==> config.mk <==
export PLATFORM = sky130hd
export DESIGN_NAME = clock_mode_ctrl_flat
export DESIGN_NICKNAME = d
export VERILOG_FILES = /design/src/rtl/clock_mode_ctrl_if.sv /design/src/rtl/clock_mode_ctrl.sv /design/src/flat_wrapper.sv
export SDC_FILE = /design/constraint.sdc
export NUM_CORES = 1
export LEC_CHECK = 0
export ABC_AREA = 1
export CAP_MARGIN = 25
export CORE_ASPECT_RATIO = 0.8
export CORE_UTILIZATION = 60
export DETAILED_ROUTE_END_ITERATION = 10
export PLACE_DENSITY_LB_ADDON = 0.15
export RECOVER_POWER = 100
export SLEW_MARGIN = 20
export SYNTH_ARGS = -nofsm -noshare
export SYNTH_HDL_FRONTEND = slang
export SYNTH_SLANG_ARGS = --single-unit
==> constraint.sdc <==
create_clock -name clk -period 3.7 [get_ports clk]
set_input_delay 0.555 -clock clk [delete_from_list [all_inputs] [get_ports clk]]
set_output_delay 0.555 -clock clk [all_outputs]
set_load 0.01 [all_outputs]
==> src/rtl/clock_mode_ctrl_if.sv <==
// Front-panel button levels and setter acks in; enables, pulses and load strobes out.
// The controller connects through the slave modport and the panel/setter side through the master modport.
interface clock_mode_ctrl_if;
    logic       time_button;
    logic       alarm_button;
    logic       mode_button;
    logic       inc_button;
    logic       time_ack;
    logic       alarm_ack;
    logic       clock_run;
    logic       set_time_en;
    logic       set_alarm_en;
    logic       mode_pulse;
    logic       inc_pulse;
    logic       load_time;
    logic       load_alarm;
    logic [1:0] digit_sel;
    logic       timeout_flag;

    modport master (
        output time_button, alarm_button, mode_button, inc_button, time_ack, alarm_ack,
        input  clock_run, set_time_en, set_alarm_en, mode_pulse, inc_pulse,
               load_time, load_alarm, digit_sel, timeout_flag
    );

    modport slave (
        input  time_button, alarm_button, mode_button, inc_button, time_ack, alarm_ack,
        output clock_run, set_time_en, set_alarm_en, mode_pulse, inc_pulse,
               load_time, load_alarm, digit_sel, timeout_flag
    );
endinterface

==> src/rtl/clock_mode_ctrl.sv <==
// Clock mode controller: grants the front-panel buttons to RUN, set-time or set-alarm.
// Latency: 1 cycle, all outputs come straight from flops; no backpressure (one-cycle pulse interface).
module clock_mode_ctrl #(
    parameter int TIMEOUT_CYCLES = 1000,
    parameter int CNT_W          = 16
) (
    input  logic             clk,
    input  logic             rst,
    clock_mode_ctrl_if.slave bus
);
    localparam logic [2:0] S_RUN          = 3'd0;
    localparam logic [2:0] S_SET_TIME     = 3'd1;
    localparam logic [2:0] S_SET_ALARM    = 3'd2;
    localparam logic [2:0] S_COMMIT_TIME  = 3'd3;
    localparam logic [2:0] S_COMMIT_ALARM = 3'd4;
    localparam logic [CNT_W-1:0] CNT_LAST = CNT_W'(TIMEOUT_CYCLES - 1);

    logic [2:0]       state, state_nx;
    logic [CNT_W-1:0] cnt, cnt_nx;
    logic [1:0]       digit, digit_nx;
    logic             mode_p, mode_p_nx;
    logic             inc_p, inc_p_nx;
    logic             to_p, to_p_nx;
    logic [3:0]       btn, btn_q, rise;
    logic             own_rise, ack;
    logic [2:0]       commit_st;

    // Button order: time, alarm, mode, inc
    assign btn  = {bus.time_button, bus.alarm_button, bus.mode_button, bus.inc_button};
    assign rise = btn & ~btn_q;

    assign own_rise  = (state == S_SET_TIME) ? rise[3] : rise[2];
    assign ack       = (state == S_SET_TIME) ? bus.time_ack : bus.alarm_ack;
    assign commit_st = (state == S_SET_TIME) ? S_COMMIT_TIME : S_COMMIT_ALARM;

    always_comb begin
        state_nx  = state;
        cnt_nx    = cnt;
        digit_nx  = digit;
        mode_p_nx = 1'b0;
        inc_p_nx  = 1'b0;
        to_p_nx   = 1'b0;
        case (state)
            S_RUN: begin
                if (rise[3]) begin
                    state_nx = S_SET_TIME;
                    cnt_nx   = '0;
                    digit_nx = 2'd0;
                end else if (rise[2]) begin
                    state_nx = S_SET_ALARM;
                    cnt_nx   = '0;
                    digit_nx = 2'd0;
                end
            end
            S_SET_TIME, S_SET_ALARM: begin
                // Priority: cancel, mode (advance or commit), inc, inactivity timeout
                if (own_rise) begin
                    state_nx = S_RUN;
                    cnt_nx   = '0;
                end else if (rise[1]) begin
                    cnt_nx = '0;
                    if (ack) begin
                        state_nx = commit_st;
                    end else begin
                        mode_p_nx = 1'b1;
                        if (digit != 2'd3) digit_nx = digit + 2'd1;
                    end
                end else if (rise[0]) begin
                    cnt_nx   = '0;
                    inc_p_nx = 1'b1;
                end else if (cnt == CNT_LAST) begin
                    state_nx = S_RUN;
                    cnt_nx   = '0;
                    to_p_nx  = 1'b1;
                end else begin
                    cnt_nx = cnt + CNT_W'(1);
                end
            end
            default: state_nx = S_RUN;
        endcase
    end

    always_ff @(posedge clk or negedge rst) begin
        if (!rst) begin
            state  <= S_RUN;
            cnt    <= '0;
            digit  <= 2'd0;
            btn_q  <= 4'd0;
            mode_p <= 1'b0;
            inc_p  <= 1'b0;
            to_p   <= 1'b0;
        end else begin
            state  <= state_nx;
            cnt    <= cnt_nx;
            digit  <= digit_nx;
            btn_q  <= btn;
            mode_p <= mode_p_nx;
            inc_p  <= inc_p_nx;
            to_p   <= to_p_nx;
        end
    end

    // Load strobes are the one-cycle commit states, so the setter enable drops as the load rises
    assign bus.clock_run    = (state == S_RUN);
    assign bus.set_time_en  = (state == S_SET_TIME);
    assign bus.set_alarm_en = (state == S_SET_ALARM);
    assign bus.load_time    = (state == S_COMMIT_TIME);
    assign bus.load_alarm   = (state == S_COMMIT_ALARM);
    assign bus.mode_pulse   = mode_p;
    assign bus.inc_pulse    = inc_p;
    assign bus.timeout_flag = to_p;
    assign bus.digit_sel    = digit;
endmodule

==> src/flat_wrapper.sv <==
// flat-port wrapper written by rule: the top's interface ports become plain ports
module clock_mode_ctrl_flat 
#(
    parameter int TIMEOUT_CYCLES = 1000,
    parameter int CNT_W          = 16
)
  (clk, rst, bus_time_button, bus_alarm_button, bus_mode_button, bus_inc_button, bus_time_ack, bus_alarm_ack, bus_clock_run, bus_set_time_en, bus_set_alarm_en, bus_mode_pulse, bus_inc_pulse, bus_load_time, bus_load_alarm, bus_digit_sel, bus_timeout_flag);
  clock_mode_ctrl_if bus_i ();
  input  logic clk;
  input  logic rst;
  input wire logic [$bits(bus_i.time_button)-1:0] bus_time_button;
  input wire logic [$bits(bus_i.alarm_button)-1:0] bus_alarm_button;
  input wire logic [$bits(bus_i.mode_button)-1:0] bus_mode_button;
  input wire logic [$bits(bus_i.inc_button)-1:0] bus_inc_button;
  input wire logic [$bits(bus_i.time_ack)-1:0] bus_time_ack;
  input wire logic [$bits(bus_i.alarm_ack)-1:0] bus_alarm_ack;
  output wire logic [$bits(bus_i.clock_run)-1:0] bus_clock_run;
  output wire logic [$bits(bus_i.set_time_en)-1:0] bus_set_time_en;
  output wire logic [$bits(bus_i.set_alarm_en)-1:0] bus_set_alarm_en;
  output wire logic [$bits(bus_i.mode_pulse)-1:0] bus_mode_pulse;
  output wire logic [$bits(bus_i.inc_pulse)-1:0] bus_inc_pulse;
  output wire logic [$bits(bus_i.load_time)-1:0] bus_load_time;
  output wire logic [$bits(bus_i.load_alarm)-1:0] bus_load_alarm;
  output wire logic [$bits(bus_i.digit_sel)-1:0] bus_digit_sel;
  output wire logic [$bits(bus_i.timeout_flag)-1:0] bus_timeout_flag;
  assign bus_i.time_button = bus_time_button;
  assign bus_i.alarm_button = bus_alarm_button;
  assign bus_i.mode_button = bus_mode_button;
  assign bus_i.inc_button = bus_inc_button;
  assign bus_i.time_ack = bus_time_ack;
  assign bus_i.alarm_ack = bus_alarm_ack;
  assign bus_clock_run = bus_i.clock_run;
  assign bus_set_time_en = bus_i.set_time_en;
  assign bus_set_alarm_en = bus_i.set_alarm_en;
  assign bus_mode_pulse = bus_i.mode_pulse;
  assign bus_inc_pulse = bus_i.inc_pulse;
  assign bus_load_time = bus_i.load_time;
  assign bus_load_alarm = bus_i.load_alarm;
  assign bus_digit_sel = bus_i.digit_sel;
  assign bus_timeout_flag = bus_i.timeout_flag;
  clock_mode_ctrl #(.TIMEOUT_CYCLES(TIMEOUT_CYCLES), .CNT_W(CNT_W)) u_core (.clk(clk), .rst(rst), .bus(bus_i));
endmodule
======== Word level (Yosys, flattened, before mapping) ========
Cells that the tools add are included.
W data, S select, Z words.
cells by class
  reduce and logical (&&, ||, !) cells .... 6
  multiplexer cells ....................... 38
  add/sub/neg operators ................... 2
  bitwise gates (word level) .............. 2
  eq/ne operators ......................... 14
operators with widths
  cell                     count
  $mux W16                 6
  $pmux W16 S2             1
  $mux W3                  8
  $add A16 B1 Y16 const B  1
  $eq A16 B10 Y1 const B   1
  $mux W1                  15
  $mux W2                  6
  $eq A3 B2 Y1 const B     2
  $ne A2 B2 Y1 const B     3
  $pmux W3 S2              1
  $reduce_and A6 Y1        1
  $and A4 B4 Y4            1
  $ne A2 B1 Y1 const B     2
  $ne A4 B1 Y1 const B     1
  $ne A4 B3 Y1 const B     1
  $ne A4 B4 Y1 const B     1
  $not A4 Y4               1
  $pmux W2 S2              1
  $reduce_and A4 Y1        1
  $eq A3 B1 Y1 const B     1
  $eq A3 B3 Y1 const B     1
  $logic_not A3 Y1         1
  $ne A3 B1 Y1 const B     1
  $add A2 B1 Y2 const B    1
  3 further kinds          3
word-level totals
  input port bits ......................... 8
  logic and storage cells ................. 69
  bits in registers ....................... 28

======== Depth between registers and ports, before layout ========
Gate-level depths: netlist (run 1).
  word-level depth ........................ 6
  gate-level depth with buffers ........... 10
  gate-level depth less buffers ........... 10

======== Worst setup path after synthesis (run 1) ========
Ideal clock, no wire load.
  kind .................................... flip-flop to flip-flop
  start ................................... register u_core.state[1]
  end ..................................... register u_core.cnt[8]
  data arrival time ....................... 1.364 ns
  stages on the path, launching flop included .. 10
  setup time .............................. 0.119 ns
  required time ........................... 3.581 ns
  period minus slack after synthesis ...... 1.483 ns
  setup slack ............................. 2.217 ns
  cells stage by stage .................... dfrtp_1 -> nor3_4 -> nand3_2 -> nand2_4 -> inv_4 -> buf_6 -> nand2_1 -> nand2_1 -> nand2_1 -> nor2_1
RTL lines
  what                                                                 line                   RTL
  start: declaration                                                   clock_mode_ctrl.sv:18  logic [2:0] state, state_nx;
  start signal: assignment                                             clock_mode_ctrl.sv:93  state <= state_nx;
  $logic_not A3 Y1 *                                                   --
  net bus_clock_run                                                    flat_wrapper.sv:17     output wire logic [$bits(bus_i.clock_run)-1:0] bus_clock_run;
  $ne A3 B1 Y1 (no source line) or $reduce_bool A2 Y1 (tied branches)  --
  $reduce_and A2 Y1 (no source line)                                   --
  end signal: assignment                                               clock_mode_ctrl.sv:94  cnt <= cnt_nx;
  end: declaration                                                     clock_mode_ctrl.sv:19  logic [CNT_W-1:0] cnt, cnt_nx;
The timed path passes the listed nets; every way through them passes the cells marked *.
A chain may end at the register's enable or synchronous reset.

======== Final worst setup path (run 1) ========
  start ................................... register u_core.state[1]
  end ..................................... output port bus_clock_run
on the way
  longest elaborated chain between the ends .. 1
RTL lines
  what              line                    RTL
  $logic_not A3 Y1  clock_mode_ctrl.sv:104  assign bus.clock_run = (state == S_RUN);
  end: declaration  flat_wrapper.sv:17
No other way between the ends.

==> summary by stage, run 1 <==
Run status
The flow ran to the end, and the final reports show no timing, DRC or antenna violations.

Cells and area
The share of post-route cells with drive strength above 1 is 0.0785. The final layout contains 253 nets. The layout overhead on the synthesized area is 11.4%. 0 antenna diodes ended up in the layout.

Worst setup path
The critical path is of the flop to output port type. For the worst setup path, the data arrival time is 1.89 ns. The nature of the critical path startpoint is a flop. The top fanout value on the critical path is 6. The required time at the worst-slack endpoint is 3.14 ns. The worst setup path is captured at an output port.

Place
The number of buffers inserted by port buffering is 17. The post-placement setup slack is 1.63 ns. The congestion estimate from routability-driven global placement came to 0.916.

Summed over all nets, the half-perimeter wirelength after detailed placement is 2850 um.

Clock network
The clock slew at the register clock pins of the worst setup and hold paths is 0.14 ns. The number of buffers created by CTS is 3. The number of H-tree levels is 1.

The number of hold-repair buffers added at the cts stage is 0. After clock tree synthesis, the repair step resized 0 gates. The number of buffers inserted to repair setup after CTS is 0. Counting along the longest clock path gives a buffer depth of 2. The later-pin clock latency in the skew report is 0.32 ns.

Clock tree synthesis selected as its root buffer the cell clkbuf_4. TritonCTS built the clock tree. The clock drives 28 sinks.

Yosys
The async set or reset register ratio after synthesis is 1.00. When the netlist entered floorplanning its net count stood at 231. After technology mapping, the gate count stands at 221. The cell type with the highest aggregate area in the netlist is dfrtp_1. The synthesized design contains 28 register bits.

The synthesized design contains 0 enable-type register cells. In this run the cell area of the synthesized design comes to 1660 um2. By count the netlist is led by 54 x nand2_1, 39 x nor2_1, 28 x dfrtp_1, 26 x inv_1, 17 x nand3_1. Yosys instantiated no cell more often than nand2_1.

The average instance area after synthesis is 7.51 um2. The top flip-flop cell by instance count after synthesis is dfrtp_1. Of the post-synthesis cell area, the dominant cell type holds 0.422.

After synthesis, the netlist uses 27 different library cells. After synthesis, the cell types taking the most area are dfrtp_1 42%, nand2_1 12%, nor2_1 8.8%. The yosys synthesis warning count is 0. The share of the Yosys chip area taken by registers is 0.422.

STA
For the pin with the worst max-slew slack, the measured transition is 1.47 ns. The worst-case clock skew is 0.00524 ns. Of the available clock period, the critical path in the final layout requires 0.661. The number of slew-limit violations in the final report was 0. The clock period minus final worst setup slack is 2.44 ns. The final number of hold-violating endpoints is 0.

The remaining max-slew budget at the tightest pin is 0.0215. Summed over all failing endpoints, the final setup total negative slack is 0 ns. The final count of negative-setup-slack endpoints is 0. Setup repair after global routing left no endpoint under its margin.

The setup slack of the critical path after layout is 1.26 ns. The highest clock rate is 409 MHz.

Route
The met2 routed wirelength is 1630 um. The highest signal layer in the routed design is met4. The via density per instance is 5.37. In the final routing, the length of wire on met1 measures 1670 um. The first routing iteration left 117 violations. The detailed router placed 1494 vias in this run.

For this run, design rule violations remaining after detail routing come to 0. The count of nets left with antenna violations once routing finished came out at 0. The pre-antenna-repair detailed-routing pass consisted of 5 iterations. The post-detailed-route wirelength per cell is 13.0 um.

The total routed wirelength is 3620 um. The detailed route wirelength on metal3 is 289 um.

Global routing
For this run, the total global-route usage over all layers was measured as 0.283. The first global-routing pass estimated 6290 um of wire. The number of antenna violations at the first check in global routing is 0. The via count of the first global-routing pass is 1426.

The total overflow left after global routing is 0. The pin count of the biggest net entering global routing is 29.

Floorplanning
The region available for standard cell placement spans 2540 um2. The cell row count is 16. The floorplan step set the die height to 49.1 um.

The die area is 2980 um2. The die is 60.8 um wide. The initial cell density of the core is 0.653. The I/O pin count is 18.

Power and ir drop
The leakage component of the power is 0.913 nW. The highest ir drop seen on vdd is 0.320 mV. The total power per unit cell area is 483 nW/um2.

Worst hold path
The tightest min-delay check is of the flop to flop type.

Flow run
Max-cap violations in this run came to 0.
[critical path: stages (launching register included)]
cell	delay (ns)
dfrtp_1	0.48
nor3_1	0.46
clkdlybuf4s50_1	0.63
[registers in the layout (all words and copies together), names as in the netlist]
name,flops
u_core.bus.timeout_flag,1
u_core.cnt,16
u_core.bus.digit_sel,2
u_core.state,3
u_core.btn_q,4
u_core.bus.mode_pulse,1
u_core.bus.inc_pulse,1
[cells by family (layout without fill, tap and decap cells)]
group           after synthesis  count (layout)  synth area share
compound gates                9               9            0.0362
xor+xnor                      7               7            0.0369
fa+ha+maj                     2               2            0.0151
buf+inv                      33              54            0.0806
flops                        28              28             0.422
simple gates                142             142             0.409
[metal layers]
layer,track usage,vias up
met1,0.415,680
met5,0,-
met4,0.0720,0
met2,0.419,70
met3,0.0690,6
li1,-,738
[cell type report]
| cell class | instances | area (um2) |
|---|---|---|
| inverter | 32 | 123 |
| clock buffer | 4 | 36.3 |
| sequential | 28 | 701 |
| fill | 221 | 693 |
| multi-input combinational | 160 | 771 |
| timing repair buffer | 18 | 174 |
| tap | 36 | 45.0 |
[final timing paths]
| kind | from | to | slack [ns] | cells past startpoint |
|---|---|---|---|---|
| worst max-delay path | u_core.state[1] | bus_clock_run | 1.26 | 2 |
| worst min-delay path | u_core.cnt[0] | u_core.cnt[0] | 0.51 | 1 |
| worst max register to register | u_core.state[1] | u_core.cnt[3] | 1.55 | 7 |
| worst min register to register | u_core.cnt[0] | u_core.cnt[0] | 0.51 | 1 |
| max in group asynchronous | rst | u_core.cnt[3] | 1.77 | 2 |
| min in group asynchronous | rst | u_core.btn_q[3] | 1.09 | 2 |
[through the flow]
stage               instances  utilization  power [W]  hold WS (ns)  instance area (um2)
global route              278        0.727   0.000961         0.560                 1850
floorplan                 221            -   0.000682         0.259                 1660
CTS                       278        0.750   0.000947         0.513                 1910
detailed placement        274        0.736   0.000802         0.494                 1870
finish                    278        0.727   0.000893         0.508                 1850
global placement          274        0.736   0.000788         0.485                 1870
[report_power, final]
group	leakage, nW	internal (W)	switching, W
clock network	0.0210	0.0000602	0.0000849
logic	0.515	0.000124	0.000250
registers	0.377	0.000338	0.0000350
total	0.913	0.000523	0.000370
[placed cells by master, fill, tap and decap left out, drive strengths merged]
| cell | Yosys | routed |
|---|---|---|
| o21ai | 5 | 5 |
| nor4 | 1 | 1 |
| a21oi | 4 | 4 |
| xnor2 | 3 | 3 |
| nor2 | 42 | 42 |
| clkbuf | 0 | 5 |
| ha | 2 | 2 |
| nand2 | 60 | 60 |
| nand3 | 22 | 22 |
| inv | 32 | 32 |
| dfrtp | 28 | 28 |
| clkdlybuf4s50 | 0 | 3 |
| xor2 | 4 | 4 |
| nand4 | 7 | 7 |
| nand3b | 2 | 2 |
| dlygate4sd3 | 0 | 14 |
| nor3 | 8 | 8 |
No activity file was read; power rests on OpenSTA's default activity.
==> run 2: changes to the inputs <==
--- a/config.mk
+++ b/config.mk
@@ -8,7 +8,7 @@
 export ABC_AREA = 1
 export CAP_MARGIN = 25
 export CORE_ASPECT_RATIO = 0.8
-export CORE_UTILIZATION = 60
+export CORE_UTILIZATION = 50
 export DETAILED_ROUTE_END_ITERATION = 10
 export PLACE_DENSITY_LB_ADDON = 0.15
 export RECOVER_POWER = 100
==> constraint.sdc (replaced) <==
create_clock -name clk -period 2.2 [get_ports clk]
set_input_delay 0.33 -clock clk [delete_from_list [all_inputs] [get_ports clk]]
set_output_delay 0.33 -clock clk [all_outputs]
set_load 0.01 [all_outputs]
==> summary by stage, run 2 (synthesis gave the netlist of run 1 again) <==
Global routing
The total track usage is 0.216. The pin count of the biggest net entering global routing is 29. The number of antenna violations at the first check in global routing is 0. The first-pass GRT wire length is 5570 um. The overflow left after global routing is 0. The via count of the first global-routing pass came to 1199.

Cells and area
The layout overhead on the synthesized area is 14.2%. The largest register by flop count is u_core.cnt. After filler insertion, the fill cell instance count of the layout stands at 318. After the flow finishes, the layout carries non-filler instances totaling 282.

The register with the most flip-flops in the layout has 16 of them. The library cells used most frequently in the layout, excluding fill and tap cells, are 57 x nand2_1, 41 x nor2_1, 28 x inv_1, 28 x dfrtp_1, 17 x nand3_1. The most frequent standard cell in the layout excluding fill and tap cells is nand2_1. The largest registers in the layout are u_core.cnt x16, u_core.btn_q x4, u_core.state x3. The count of nets after finishing is 253. The finished layout cell area is 1900 um2. The repair_antennas step left the layout with diodes totalling 0. Of the cells placed in the final design, the portion with a size suffix greater than 1 is 0.0826.

Power and ir drop
In this run the power density over the cells is 843 nW/um2. Summed over all cells, the static leakage comes to 0.929 nW. The design internal power is 0.000952 W. The share of power burned in registers is 0.392. The highest ir drop seen on vdd is 0.545 mV. The share of total power dissipated in combinational logic is 0.405.

The total net switching power is 0.000647 W. The clock network fraction of design power is 0.202. The switching share of total power is 0.405.

Floorplanning
The floorplan step defined a core boundary enclosing 3130 um2. The die is 66.4 um wide. The floorplan has 18 rows. The floorplan step defined a die boundary enclosing 3560 um2. For this configuration, the core starts out at a cell density of 0.530. During I/O placement, the number of pins put on the boundary was 18. The y dimension of the die is 53.5 um.

STA
The highest clock rate is 492 MHz. The setup total negative slack is 0 ns. Setup violations remaining at the end of the flow were counted as 0. Setup repair after global routing left no endpoint under its margin. The remaining max-slew budget at the tightest pin is 0.547. Subtracting the final worst setup slack from the clock period gives 2.03 ns. The final number of hold-violating endpoints came to 0.

Dividing the final minimum period by the clock period gives 0.925. The clock arrives with 0.00459 ns of skew. The number of slew-limit violations in the final report is 0. The pin slew with the least headroom to its limit is 0.680 ns.

Route
In the final routed layout, each cell accounts on average for 12.0 um. The number of design rule violations left after detail routing is 0. Dividing the detail-routed via count by the number of cells gives 5.01.

Signal routing reaches up to met4. The detailed router finished its first iteration with 121 violations. The met1 wire length is 1900 um. After detailed routing, the met2 layer carries 1270 um of wire.

The first TritonRoute pass finished after 4 iterations. After detailed routing, the total wire length is 3370 um. The number of nets still failing antenna checks after routing is 0. The final route contains 1413 vias. Summed over all nets, wire length on met3 after detailed routing comes to 158 um.

Clock network
The number of hold-repair buffers added at the cts stage is 0. The number of buffers inserted to repair setup after CTS is 0. In this run the number of H-tree levels came out at 1. The buffer type at the clock tree root is clkbuf_8. The TritonCTS sink count is 28. The number of buffers created by CTS is 3. The clock tree from TritonCTS is built.

In this run the deepest clock path goes through 2 buffers. The clock slew at the register clock pins of the worst setup and hold paths is 0.10 ns. The number of gates resized after CTS was 0.

Clock latency on the worst-skew pair, taken at its later pin, is 0.28 ns.

Worst setup path
Of all nets on the critical path, the largest fanout is 6. Following the worst setup path forward leads to its endpoint at bus_set_time_en. The classification of the worst setup path is flop to output port.

For the worst setup path, the data arrival time is 1.70 ns. The nature of the critical path startpoint is a flop. The endpoint of the most critical register-to-register path is u_core.cnt[12].

The worst setup path is captured at an output port. The worst register-to-register path begins at u_core.state[1]. The worst reg2reg path depth is 7. In this run the worst setup path begins at u_core.state[1]. The required time at the worst-slack endpoint is 1.87 ns. Setup slack on the worst reg-to-reg path comes out at 0.39 ns.

Place
Summing all placed instances gives a cell area of 1880 um2. The final weighted congestion in routability-driven placement is 0.921. Input and output buffers added on the ports amount to 17. After legalization and detailed placement, the total HPWL measured 2620 um. The number of placed instances, taps included, is 278.

Worst hold path
The class of the worst hold path is flop to flop.

Run status
The flow ran to the end, and the final reports show no timing, DRC or antenna violations.

Flow run
The number of max-cap violations is 0.
## run 2: worst max-delay path: stages, from the launching register on
cell	delay (ns)
dfrtp_1	0.46
inv_1	0.17
nand3_2	0.15
inv_1	0.11
clkdlybuf4s50_1	0.53
## run 2: stage by stage
stage / hold slack [ns] / setup slack [ns] / util / power (W)
2_1_floorplan: 0.0344 / 0.717 / - / 0.00115
3_3_place_gp: 0.492 / 0.352 / 0.600 / 0.00135
5_1_grt: 0.528 / 0.0751 / 0.606 / 0.00172
6_report: 0.505 / 0.165 / 0.606 / 0.00160
3_5_place_dp: 0.496 / 0.338 / 0.600 / 0.00135
4_1_cts: 0.429 / 0.188 / 0.617 / 0.00168
## run 2: worst min-delay path by stage
stage | endpoint | cells past startpoint | slack [ns] | from
global route | u_core.cnt[0] | 1 | 0.53 | u_core.cnt[0]
floorplan | u_core.btn_q[0] | 0 | 0.03 | rst
global placement | u_core.bus.digit_sel[1] | 2 | 0.49 | u_core.bus.digit_sel[1]
CTS | u_core.bus.digit_sel[0] | 2 | 0.43 | rst
detailed placement | u_core.cnt[0] | 1 | 0.50 | u_core.cnt[0]
finish | u_core.cnt[0] | 1 | 0.50 | u_core.cnt[0]
## run 2: power by group through the flow
stage	registers [W]	logic (W)	clock network, W
after global routing	0.000636	0.000725	0.000359
after CTS	0.000635	0.000707	0.000333
after detailed placement	0.000646	0.000701	0
after floorplan	0.000640	0.000507	0
after global placement	0.000646	0.000699	0
final	0.000628	0.000648	0.000323
## run 2: metal layers
layer | vias up | global-route usage
li1 | 747 | -
met1 | 628 | 0.341
met2 | 32 | 0.289
met3 | 6 | 0.0508
met4 | 0 | 0.0532
met5 | - | 0
## run 2: layout make-up
type                       instances  area, um2  area share
multi-input combinational        160        793       0.418
sequential                        28        701       0.369
timing repair buffer              18        175      0.0923
inverter                          32        123      0.0646
clock buffer                       4       55.1      0.0290
tap                               40       50.0      0.0264
